### config.mk
export PLATFORM = sky130hd
export DESIGN_NAME = duck_move_ctl
export DESIGN_NICKNAME = d
export VERILOG_FILES = /design/src/rtl/duck_pkg.sv /design/src/rtl/duck_lfsr16.sv /design/src/rtl/duck_move_ctl.sv
export SDC_FILE = /design/constraint.sdc
export NUM_CORES = 1
export LEC_CHECK = 0
export CORE_MARGIN = 4
export CORE_UTILIZATION = 45
export CTS_CLUSTER_SIZE = 30
export DETAILED_ROUTE_END_ITERATION = 7
export MAX_ROUTING_LAYER = met4
export PLACE_DENSITY = 0.73
export RECOVER_POWER = 25
export SLEW_MARGIN = 20
export SYNTH_ARGS = -nofsm -noshare
export SYNTH_HDL_FRONTEND = slang
export SYNTH_SLANG_ARGS = --single-unit
export TNS_END_PERCENT = 100
### constraint.sdc
create_clock -name clk -period 3 [get_ports clk]
set_input_delay 0.3 -clock clk [delete_from_list [all_inputs] [get_ports clk]]
set_output_delay 0.3 -clock clk [all_outputs]
set_load 0.005 [all_outputs]
### src/rtl/duck_pkg.sv
// Shared types and constants for the duck motion controller.
// Latency: n/a (declarations only).
// Backpressure: n/a (declarations only).
package duck_pkg;

  // Round phases of the duck motion controller
  typedef enum logic [2:0] {
    IDLE,
    FLY,
    HIT_PAUSE,
    FALL,
    ESCAPE,
    DONE
  } duck_state_t;

  // Per-axis flight step in accumulator LSBs per cycle, indexed by speed_lvl
  localparam logic [3:0][8:0] SPEED_TBL = {9'd160, 9'd128, 9'd96, 9'd64};

  // Downward step per cycle while the shot duck drops to the grass
  localparam logic [8:0] FALL_STEP = 9'd120;

  // Power-on value of the direction-choice LFSR
  localparam logic [15:0] LFSR_SEED = 16'hACE1;

endpackage

### src/rtl/duck_lfsr16.sv
// 16-bit Galois LFSR (taps 16/14/13/11), free running from LFSR_SEED.
// Latency: new value every cycle. Backpressure: none, never stalls.
// Ports: clk, rst_n (async active-low, loads seed), q[15:0] current state.
module lfsr16
  import duck_pkg::*;
(
  input  logic        clk,
  input  logic        rst_n,
  output logic [15:0] q
);

  // Right-shifting Galois form: the bit shifted out is folded back into the tap positions
  always_ff @(posedge clk or negedge rst_n) begin
    if (!rst_n) begin
      q <= LFSR_SEED;
    end else begin
      q <= {1'b0, q[15:1]} ^ (q[0] ? 16'hB400 : 16'h0000);
    end
  end

endmodule

### src/rtl/duck_move_ctl.sv
// Duck sprite motion: fixed-point flight with edge bounces, hit pause + fall, timeout escape.
// Latency: xpos/ypos show each step one cycle after it; dog_enable is a 1-cycle pulse in DONE.
// Backpressure: none; start only sampled in IDLE, hit only in FLY.
// Ports: clk, rst_n (async active-low); start, hit, speed_lvl[1:0] in;
//        xpos/ypos[11:0], duck_visible, falling, dog_enable, round_hit out.
// Optional: define DUCK_RANDOM_TURN_EN for pseudo-random direction flips during FLY.
module duck_move_ctl
  import duck_pkg::*;
#(
  parameter int unsigned FRAC_BITS        = 24,
  parameter int unsigned X_MIN            = 0,
  parameter int unsigned X_MAX            = 960,
  parameter int unsigned Y_MIN            = 32,
  parameter int unsigned Y_MAX            = 448,
  parameter int unsigned GROUND_Y         = 480,
  parameter int unsigned ESCAPE_Y         = 8,
  parameter int unsigned START_X          = 480,
  parameter int unsigned START_Y          = 448,
  parameter int unsigned HIT_PAUSE_CYCLES = 32500000,
  parameter int unsigned FLY_TIMEOUT      = 325000000
) (
  input  logic        clk,
  input  logic        rst_n,
  input  logic        start,
  input  logic        hit,
  input  logic [1:0]  speed_lvl,
  output logic [11:0] xpos,
  output logic [11:0] ypos,
  output logic        duck_visible,
  output logic        falling,
  output logic        dog_enable,
  output logic        round_hit
);

  localparam int unsigned AW      = 12 + FRAC_BITS;
  localparam int unsigned CNT_MAX = (FLY_TIMEOUT > HIT_PAUSE_CYCLES) ? FLY_TIMEOUT : HIT_PAUSE_CYCLES;
  localparam int unsigned CW      = (CNT_MAX > 1) ? $clog2(CNT_MAX) : 1;

  typedef logic [AW-1:0] acc_t;

  // Bounds in accumulator units. *_LIM values are the first accumulator value past the bound,
  // so "integer part > bound" becomes a single full-width compare.
  localparam acc_t X_LO      = acc_t'(X_MIN) << FRAC_BITS;
  localparam acc_t X_HI      = acc_t'(X_MAX) << FRAC_BITS;
  localparam acc_t X_HI_LIM  = acc_t'(X_MAX + 1) << FRAC_BITS;
  localparam acc_t Y_LO      = acc_t'(Y_MIN) << FRAC_BITS;
  localparam acc_t Y_HI      = acc_t'(Y_MAX) << FRAC_BITS;
  localparam acc_t Y_HI_LIM  = acc_t'(Y_MAX + 1) << FRAC_BITS;
  localparam acc_t GROUND_A  = acc_t'(GROUND_Y) << FRAC_BITS;
  localparam acc_t ESC_A     = acc_t'(ESCAPE_Y) << FRAC_BITS;
  localparam acc_t ESC_LIM   = acc_t'(ESCAPE_Y + 1) << FRAC_BITS;
  localparam acc_t X_SPAWN   = acc_t'(START_X) << FRAC_BITS;
  localparam acc_t Y_SPAWN   = acc_t'(START_Y) << FRAC_BITS;

  duck_state_t state, state_nxt;
  acc_t        x_acc, x_nxt, y_acc, y_nxt;
  logic        x_pos_dir, dxp_nxt;  // 1 = moving toward larger x
  logic        y_up, yup_nxt;       // 1 = moving toward smaller y (up the screen)
  logic [CW-1:0] cnt, cnt_nxt;
  logic [8:0]  spd, spd_nxt;
  logic        rh_nxt;
  logic [15:0] lfsr_q;

  lfsr16 u_lfsr (
    .clk   (clk),
    .rst_n (rst_n),
    .q     (lfsr_q)
  );

  // Flight arithmetic; decreasing moves are compared before subtracting so nothing wraps
  acc_t step, esc_step, x_fly, y_fly, y_fall, y_esc;
  logic x_bounce, y_bounce, fall_end, esc_end, x_dir_fly, y_dir_fly;

  always_comb begin
    step     = acc_t'(spd);
    esc_step = acc_t'({spd, 1'b0});

    x_fly    = x_pos_dir ? x_acc + step : x_acc - step;
    x_bounce = 1'b0;
    if (x_pos_dir && (x_acc + step >= X_HI_LIM)) begin
      x_fly    = X_HI;
      x_bounce = 1'b1;
    end else if (!x_pos_dir && (x_acc < X_LO + step)) begin
      x_fly    = X_LO;
      x_bounce = 1'b1;
    end

    y_fly    = y_up ? y_acc - step : y_acc + step;
    y_bounce = 1'b0;
    if (y_up && (y_acc < Y_LO + step)) begin
      y_fly    = Y_LO;
      y_bounce = 1'b1;
    end else if (!y_up && (y_acc + step >= Y_HI_LIM)) begin
      y_fly    = Y_HI;
      y_bounce = 1'b1;
    end

    y_fall   = y_acc + acc_t'(FALL_STEP);
    fall_end = (y_fall >= GROUND_A);
    y_esc    = y_acc - esc_step;
    esc_end  = (y_acc < ESC_LIM + esc_step);
  end

`ifdef DUCK_RANDOM_TURN_EN
  logic [15:0] turn_cnt, turn_nxt;
  logic        turn_wrap;
  logic        lfsr_unused;
  assign lfsr_unused = ^lfsr_q[15:2];
  assign turn_wrap   = (turn_cnt == 16'hFFFF);
  // A bounce on an axis takes priority over the random flip of that axis
  assign x_dir_fly   = x_bounce ? ~x_pos_dir : (x_pos_dir ^ (turn_wrap & lfsr_q[0]));
  assign y_dir_fly   = y_bounce ? ~y_up      : (y_up      ^ (turn_wrap & lfsr_q[1]));
`else
  logic lfsr_unused;
  assign lfsr_unused = ^lfsr_q[15:1];
  assign x_dir_fly   = x_bounce ? ~x_pos_dir : x_pos_dir;
  assign y_dir_fly   = y_bounce ? ~y_up      : y_up;
`endif

  always_comb begin
    state_nxt    = state;
    x_nxt        = x_acc;
    y_nxt        = y_acc;
    dxp_nxt      = x_pos_dir;
    yup_nxt      = y_up;
    cnt_nxt      = cnt;
    spd_nxt      = spd;
    rh_nxt       = round_hit;
    duck_visible = 1'b0;
    falling      = 1'b0;
    dog_enable   = 1'b0;
`ifdef DUCK_RANDOM_TURN_EN
    turn_nxt     = turn_cnt;
`endif
    case (state)
      IDLE: begin
        x_nxt = X_SPAWN;
        y_nxt = Y_SPAWN;
        if (start) begin
          spd_nxt   = SPEED_TBL[speed_lvl];
          yup_nxt   = 1'b1;
          dxp_nxt   = lfsr_q[0];
          cnt_nxt   = '0;
          rh_nxt    = 1'b0;
          state_nxt = FLY;
`ifdef DUCK_RANDOM_TURN_EN
          turn_nxt  = '0;
`endif
        end
      end
      FLY: begin
        duck_visible = 1'b1;
        x_nxt        = x_fly;
        y_nxt        = y_fly;
        dxp_nxt      = x_dir_fly;
        yup_nxt      = y_dir_fly;
        cnt_nxt      = cnt + 1'b1;
`ifdef DUCK_RANDOM_TURN_EN
        turn_nxt     = turn_cnt + 16'd1;
`endif
        // hit outranks a timeout landing on the same cycle
        if (hit) begin
          rh_nxt    = 1'b1;
          cnt_nxt   = '0;
          state_nxt = HIT_PAUSE;
        end else if (cnt == CW'(FLY_TIMEOUT - 1)) begin
          state_nxt = ESCAPE;
        end
      end
      HIT_PAUSE: begin
        duck_visible = 1'b1;
        falling      = 1'b1;
        if (cnt == CW'(HIT_PAUSE_CYCLES - 1)) begin
          cnt_nxt   = '0;
          state_nxt = FALL;
        end else begin
          cnt_nxt = cnt + 1'b1;
        end
      end
      FALL: begin
        duck_visible = 1'b1;
        falling      = 1'b1;
        if (fall_end) begin
          y_nxt     = GROUND_A;
          state_nxt = DONE;
        end else begin
          y_nxt = y_fall;
        end
      end
      ESCAPE: begin
        duck_visible = 1'b1;
        if (esc_end) begin
          y_nxt     = ESC_A;
          state_nxt = DONE;
        end else begin
          y_nxt = y_esc;
        end
      end
      DONE: begin
        dog_enable = 1'b1;
        x_nxt      = X_SPAWN;
        y_nxt      = Y_SPAWN;
        state_nxt  = IDLE;
      end
      default: state_nxt = IDLE;
    endcase
  end

  always_ff @(posedge clk or negedge rst_n) begin
    if (!rst_n) begin
      state     <= IDLE;
      x_acc     <= X_SPAWN;
      y_acc     <= Y_SPAWN;
      x_pos_dir <= 1'b1;
      y_up      <= 1'b1;
      cnt       <= '0;
      spd       <= SPEED_TBL[0];
      round_hit <= 1'b0;
`ifdef DUCK_RANDOM_TURN_EN
      turn_cnt  <= '0;
`endif
    end else begin
      state     <= state_nxt;
      x_acc     <= x_nxt;
      y_acc     <= y_nxt;
      x_pos_dir <= dxp_nxt;
      y_up      <= yup_nxt;
      cnt       <= cnt_nxt;
      spd       <= spd_nxt;
      round_hit <= rh_nxt;
`ifdef DUCK_RANDOM_TURN_EN
      turn_cnt  <= turn_nxt;
`endif
    end
  end

  assign xpos = x_acc[AW-1:FRAC_BITS];
  assign ypos = y_acc[AW-1:FRAC_BITS];

endmodule

# [After elaboration in Yosys (flattened, before gate mapping)]
# Index checks and enable logic that the tools add are counted.
[classes] add_sub_neg=9 n_lt_le_gt_ge=7 n_eq_ne=15 mux=40 n_bitwise=3 reduce_logical=20
[op_table] op="36-bit 2-to-1 mux" count=8
[op_table] op="36-bit case mux with 4 select lines" count=1
[op_table] op="29-bit 2-to-1 mux" count=3
[op_table] op="29-bit case mux with 3 select lines" count=1
[op_table] op="36-bit by 9-bit adder with 36-bit output" count=2
[op_table] op="36-bit by 33-bit >= comparator with 1-bit output (second input constant)" count=2
[op_table] op="36-bit case mux with 2 select lines" count=1
[op_table] op="36-bit by 9-bit subtractor with 36-bit output" count=2
[op_table] op="36-bit by 7-bit adder with 36-bit output (second input constant)" count=1
[op_table] op="36-bit by 34-bit >= comparator with 1-bit output (second input constant)" count=1
[op_table] op="36-bit by 29-bit less-than comparator with 1-bit output" count=1
[op_table] op="36-bit by 31-bit less-than comparator with 1-bit output" count=1
[op_table] op="36-bit by 9-bit less-than comparator with 1-bit output" count=1
[op_table] op="36-bit by 10-bit subtractor with 36-bit output" count=1
[op_table] op="30-bit by 9-bit adder with 31-bit output (first input constant)" count=1
[op_table] op="28-bit by 10-bit adder with 29-bit output (first input constant)" count=1
[op_table] op="29-bit by 1-bit adder with 29-bit output (second input constant)" count=1
[op_table] op="29-bit by 25-bit equality test with 1-bit output (second input constant)" count=1
[op_table] op="29-bit equality test (second input constant)" count=1
[op_table] op="9-bit binary-select mux with 2-bit select" count=1
[op_table] op="3-bit 2-to-1 mux" count=6
[op_table] op="16-bit 2-to-1 mux" count=1
[op_table] op="15-bit by 16-bit bitwise XOR with 16-bit output" count=1
[op_table] op="3-bit case mux with 5 select lines" count=1
[op_table] op="other kinds (21)" count=53
[word_totals] regBits=132 in_bits=6 out_inout_bits=28 elab_cells=103

# [Longest topological paths before layout]
[depth] depth_word=7 ltp_mapped=14 ltp_nobuf=13

# [Cells and area by module]
# Synthesis repeated with hierarchy kept, for this count alone.
[hier_totals] cells_unflattened=1256 area_unflattened_um2=9759.4
[by_module_without_submodules] mod="duck_move_ctl" n_inst=1 cells_each=1237 area_per_inst_um2=9322.7 seq_area_each_um2=2565.0
[by_module_without_submodules] mod="lfsr16" n_inst=1 cells_each=19 area_per_inst_um2=436.7 seq_area_each_um2=410.4

# [Least setup slack after synthesis]
# OpenSTA, ideal clock, no wires.
[synth_timing] path_kind="register -> register" start="reg spd[6]" end="reg y_acc[26]" setup_ns=0.126 t_arrival_ns=3.169 path_slack_ns=-0.296 stages_incl_launch_ff=14 n_path_buf=2 synth_period_minus_slack_ns=3.296 path_cell_list="dfstp_2 -> inv_1 -> ha_1 -> nor3b_1 -> or3_1 -> clkbuf_1 -> nand3_1 -> xor2_1 -> or4_1 -> o221ai_2 -> buf_4 -> nor2_1 -> a2bb2oi_1 -> a311o_1"
[synth_between] elab_chain_len=6
[synth_rtl] item="from (decl)" line_no="duck_move_ctl.sv:60" text="logic [8:0] spd, spd_nxt;"
[synth_rtl] item="from (signal assigned)" line_no="duck_move_ctl.sv:217" text="spd <= SPEED_TBL[0];"
[synth_rtl] item="from (signal assigned)" line_no="duck_move_ctl.sv:229" text="spd <= spd_nxt;"
[synth_rtl] item="36-bit by 9-bit adder with 36-bit output" line_no="duck_move_ctl.sv:88, duck_move_ctl.sv:93"
[synth_rtl] item="36-bit by 33-bit >= comparator with 1-bit output" line_no="duck_move_ctl.sv:93" text="end else if (!y_up && (y_acc + step >= Y_HI_LIM)) begin"
[synth_rtl] item="1-bit logical AND" line_no="duck_move_ctl.sv:93"
[synth_rtl] item="36-bit 2-to-1 mux" line_no="duck_move_ctl.sv:93"
[synth_rtl] item="36-bit 2-to-1 mux" line_no="duck_move_ctl.sv:90" text="if (y_up && (y_acc < Y_LO + step)) begin"
[synth_rtl] item="36-bit case mux with 4 select lines (*)" line_no="duck_move_ctl.sv:135" text="case (state)"
[synth_rtl] item="to (signal assigned)" line_no="duck_move_ctl.sv:225" text="y_acc <= y_nxt;"
[synth_rtl] item="to (decl)" line_no="duck_move_ctl.sv:56" text="acc_t x_acc, x_nxt, y_acc, y_nxt;"
# Every way passes the cells marked *; elsewhere a longest branch is shown, timed or not.
# A chain may end at the register's enable or synchronous reset.

# [Worst setup path in the final report]
[layout_timing] start="reg spd[6]" end="reg y_acc[22]"
# Same word-level chain as after synthesis.

==> results.txt <==
Final Hold Viols: 0
CTS tree: yes
Syn Nets: 1,269
WS Path Type: flip-flop to flip-flop
Via-to-Cell Ratio: 6.29
Worst path buffer plus inverter count: 3
Clock skew: 0.00921 ns
Slew HR: -0.367
H-tree Lvls: 4
Final ANT Viol Nets: 0
Starting Density: 0.458
Clock latency on the worst-skew pair: 0.43 ns
Crit-path cells: inv_4, ha_4, nor3b_4, buf_4, o311ai_2, nor3_2, xnor2_1, or4_4, o221ai_4, buf_6, nor2_1, a2bb2oi_1, a311o_1
Commonest register cell after synthesis: dfrtp_1
Inserted Clock Buffers: 17
Global route overflow: 0
Worst Setup End Kind: flip-flop
CORE AREA: 21,100 um2
Final WS setup: -0.289 ns
First-pass GRT wire length: 57,300 um
Worst slew pin tran: 2.05 ns
Design area: 13,900 um2
Run status: finished with violations
Worst Hold Class: flip-flop to flip-flop
Family with the most delay on the worst path: compound AO/OA/AOI/OAI gates
Final nets: 1,511
Antenna diode count: 0
Synth Instances: 1,241
Most common cell after layout, fill and taps aside: buf_4
Vias in the first global route: 10.5k
Clk pin slew, worst setup/hold paths: 0.07 ns
Syn Area/Cell: 7.79 um2
Root Driver: clkbuf_16
Die width: 155 um
FFs w/ async S/R, synth: 1.00
Top Ports: 34
Synth Cell Area: 9670 um2
Area growth from synthesis to layout: 44.2%
Critical path launch point type: flip-flop
Max-slew violations: 34
CP Data Arrival Time: 3.60 ns
Commonest non-fill, non-tap cells in the layout: buf_4, nand2_1, nor2_1
Crit path max-delay cell type: dfstp_2
Synth warnings: 0
Crit path depth: 13
Fmax: 304 MHz
Req. time, crit path: 3.31 ns
Die Ht: 155 um
Setup violations, final: 60
Drt drc: 0
Critical Path Max Stage Delay: 0.61 ns
Layout cells sized above 1: 0.346
PwrDens: 1060 nW/um2
Fin Hold WS: 0.342 ns
Placed cells: 1,681
RSZ-0062 raised after global routing: true
DP Area: 11,800 um2
Maxcap violations: 1
Number of synthesized flops with an enable pin: 0
Final worst-path cycle share: 1.10
Synth unique cells: 85
Seq/Total Area, Yosys: 0.308
Utilization after layout: 0.661
Min cycle time layout: 3.29 ns
Post-Place Worst Slack: -0.369 ns
TNS Setup: -9.85 ns
RD Place Congestion: 1.03
Detailed Place HPWL: 25,600 um
Crit Path Max Fanout: 5
Cell count of the worst hold path: 0
Site Rows: 53
Total Wirelength: 37,300 um
Pwr Total: 14.8 mW
Clock Path Buffers: 2
Largest net degree at the start of global routing: 57
Initial antenna violation count: 0
VDD IR max: 0.000662 V
#FFs+latches synth: 118
Area of the die: 23,900 um2
Fin cells: 1,771
Clk sink count: 118
Via count: 11.1k
P_leak: 5.74 nW
IO buf count: 33
Violated checks: capacitance limit, slew limit, setup timing
DR pass1 iterations: 5
Initial DRC count: 1,196
Gr usage total: 0.305
Routed len/inst: 21.0 um
R2R depth: 13
[worst paths after layout]
check | slack [ns] | startpoint | to
hold / removal | 0.34 | u_lfsr.q[2] | u_lfsr.q[1]
max in group asynchronous | 0.33 | rst_n | u_lfsr.q[12]
hold reg to reg | 0.34 | u_lfsr.q[2] | u_lfsr.q[1]
setup / recovery | -0.29 | spd[6] | y_acc[22]
min in group asynchronous | 1.00 | rst_n | y_acc[24]
setup reg to reg | -0.29 | spd[6] | y_acc[22]
[per-layer routing]
metal,vias to the layer above,GRT usage,part of all wire
met5,-,-,0
met4,0,0.0921,0.037
met2,546,0.473,0.47
li1,5054,-,-
met1,5403,0.406,0.41
met3,135,0.0582,0.080
[registers in the layout, indices dropped and copies added (netlist names)]
name       flops
y_acc         33
x_acc         31
cnt           29
u_lfsr.q      16
spd            3
state          3
round_hit      1
x_pos_dir      1
y_up           1
[layout make-up]
class / count / area, um2
Fill cell: 1691 / 7150
Multi-Input combinational cell: 984 / 7000
Sequential cell: 118 / 2980
Timing Repair Buffer: 333 / 2870
Clock buffer: 17 / 425
Tap cell: 275 / 344
Clock inverter: 15 / 209
Inverter: 29 / 111
[synthesized netlist by cell type (25+ instances only)]
library cell | instances | area (um2)
xnor2_1 | 30 | 263
buf_4 | 25 | 188
inv_1 | 28 | 105
dfrtp_1 | 100 | 2500
nand2_1 | 130 | 488
a21oi_1 | 57 | 285
xor2_1 | 35 | 307
clkbuf_1 | 63 | 236
o211ai_1 | 25 | 188
nor4_1 | 28 | 175
a31oi_1 | 33 | 206
o21ai_0 | 64 | 320
nand3_1 | 60 | 300
nor3_1 | 45 | 225
nand4_1 | 38 | 238
nor2_1 | 136 | 510
[cell families (layout without fill, tap and decap cells)]
group,count (synthesis),count (layout),share of synthesized area
AOI/OAI and AO/OA,303,303,0.212
buffers and inverters,139,394,0.0664
muxes,11,11,0.0119
DFF,118,118,0.308
xor gates and xnor gates,65,65,0.0589
and+or+nand+nor,583,583,0.310
adders and majority gates,22,22,0.0324
[power by group]
| part | internal, mW | switching, mW | total [mW] |
|---|---|---|---|
| sequential | 2.02 | 0.562 | 2.59 |
| combinational | 4.66 | 5.25 | 9.91 |
| clock | 1.35 | 0.928 | 2.28 |
[timing repair]
item | 4_1_cts | 5_1_grt
buffers inserted | 25 | 30
gates cloned | 4 | 3
resized for setup | 93 | 121
pin swaps | 41 | 75
endpoints found under the setup margin | 67 | 68
hold endpoints to repair | 27 | 0
hold buffers | 1 | 0
(Power assumes the default switching activity.)
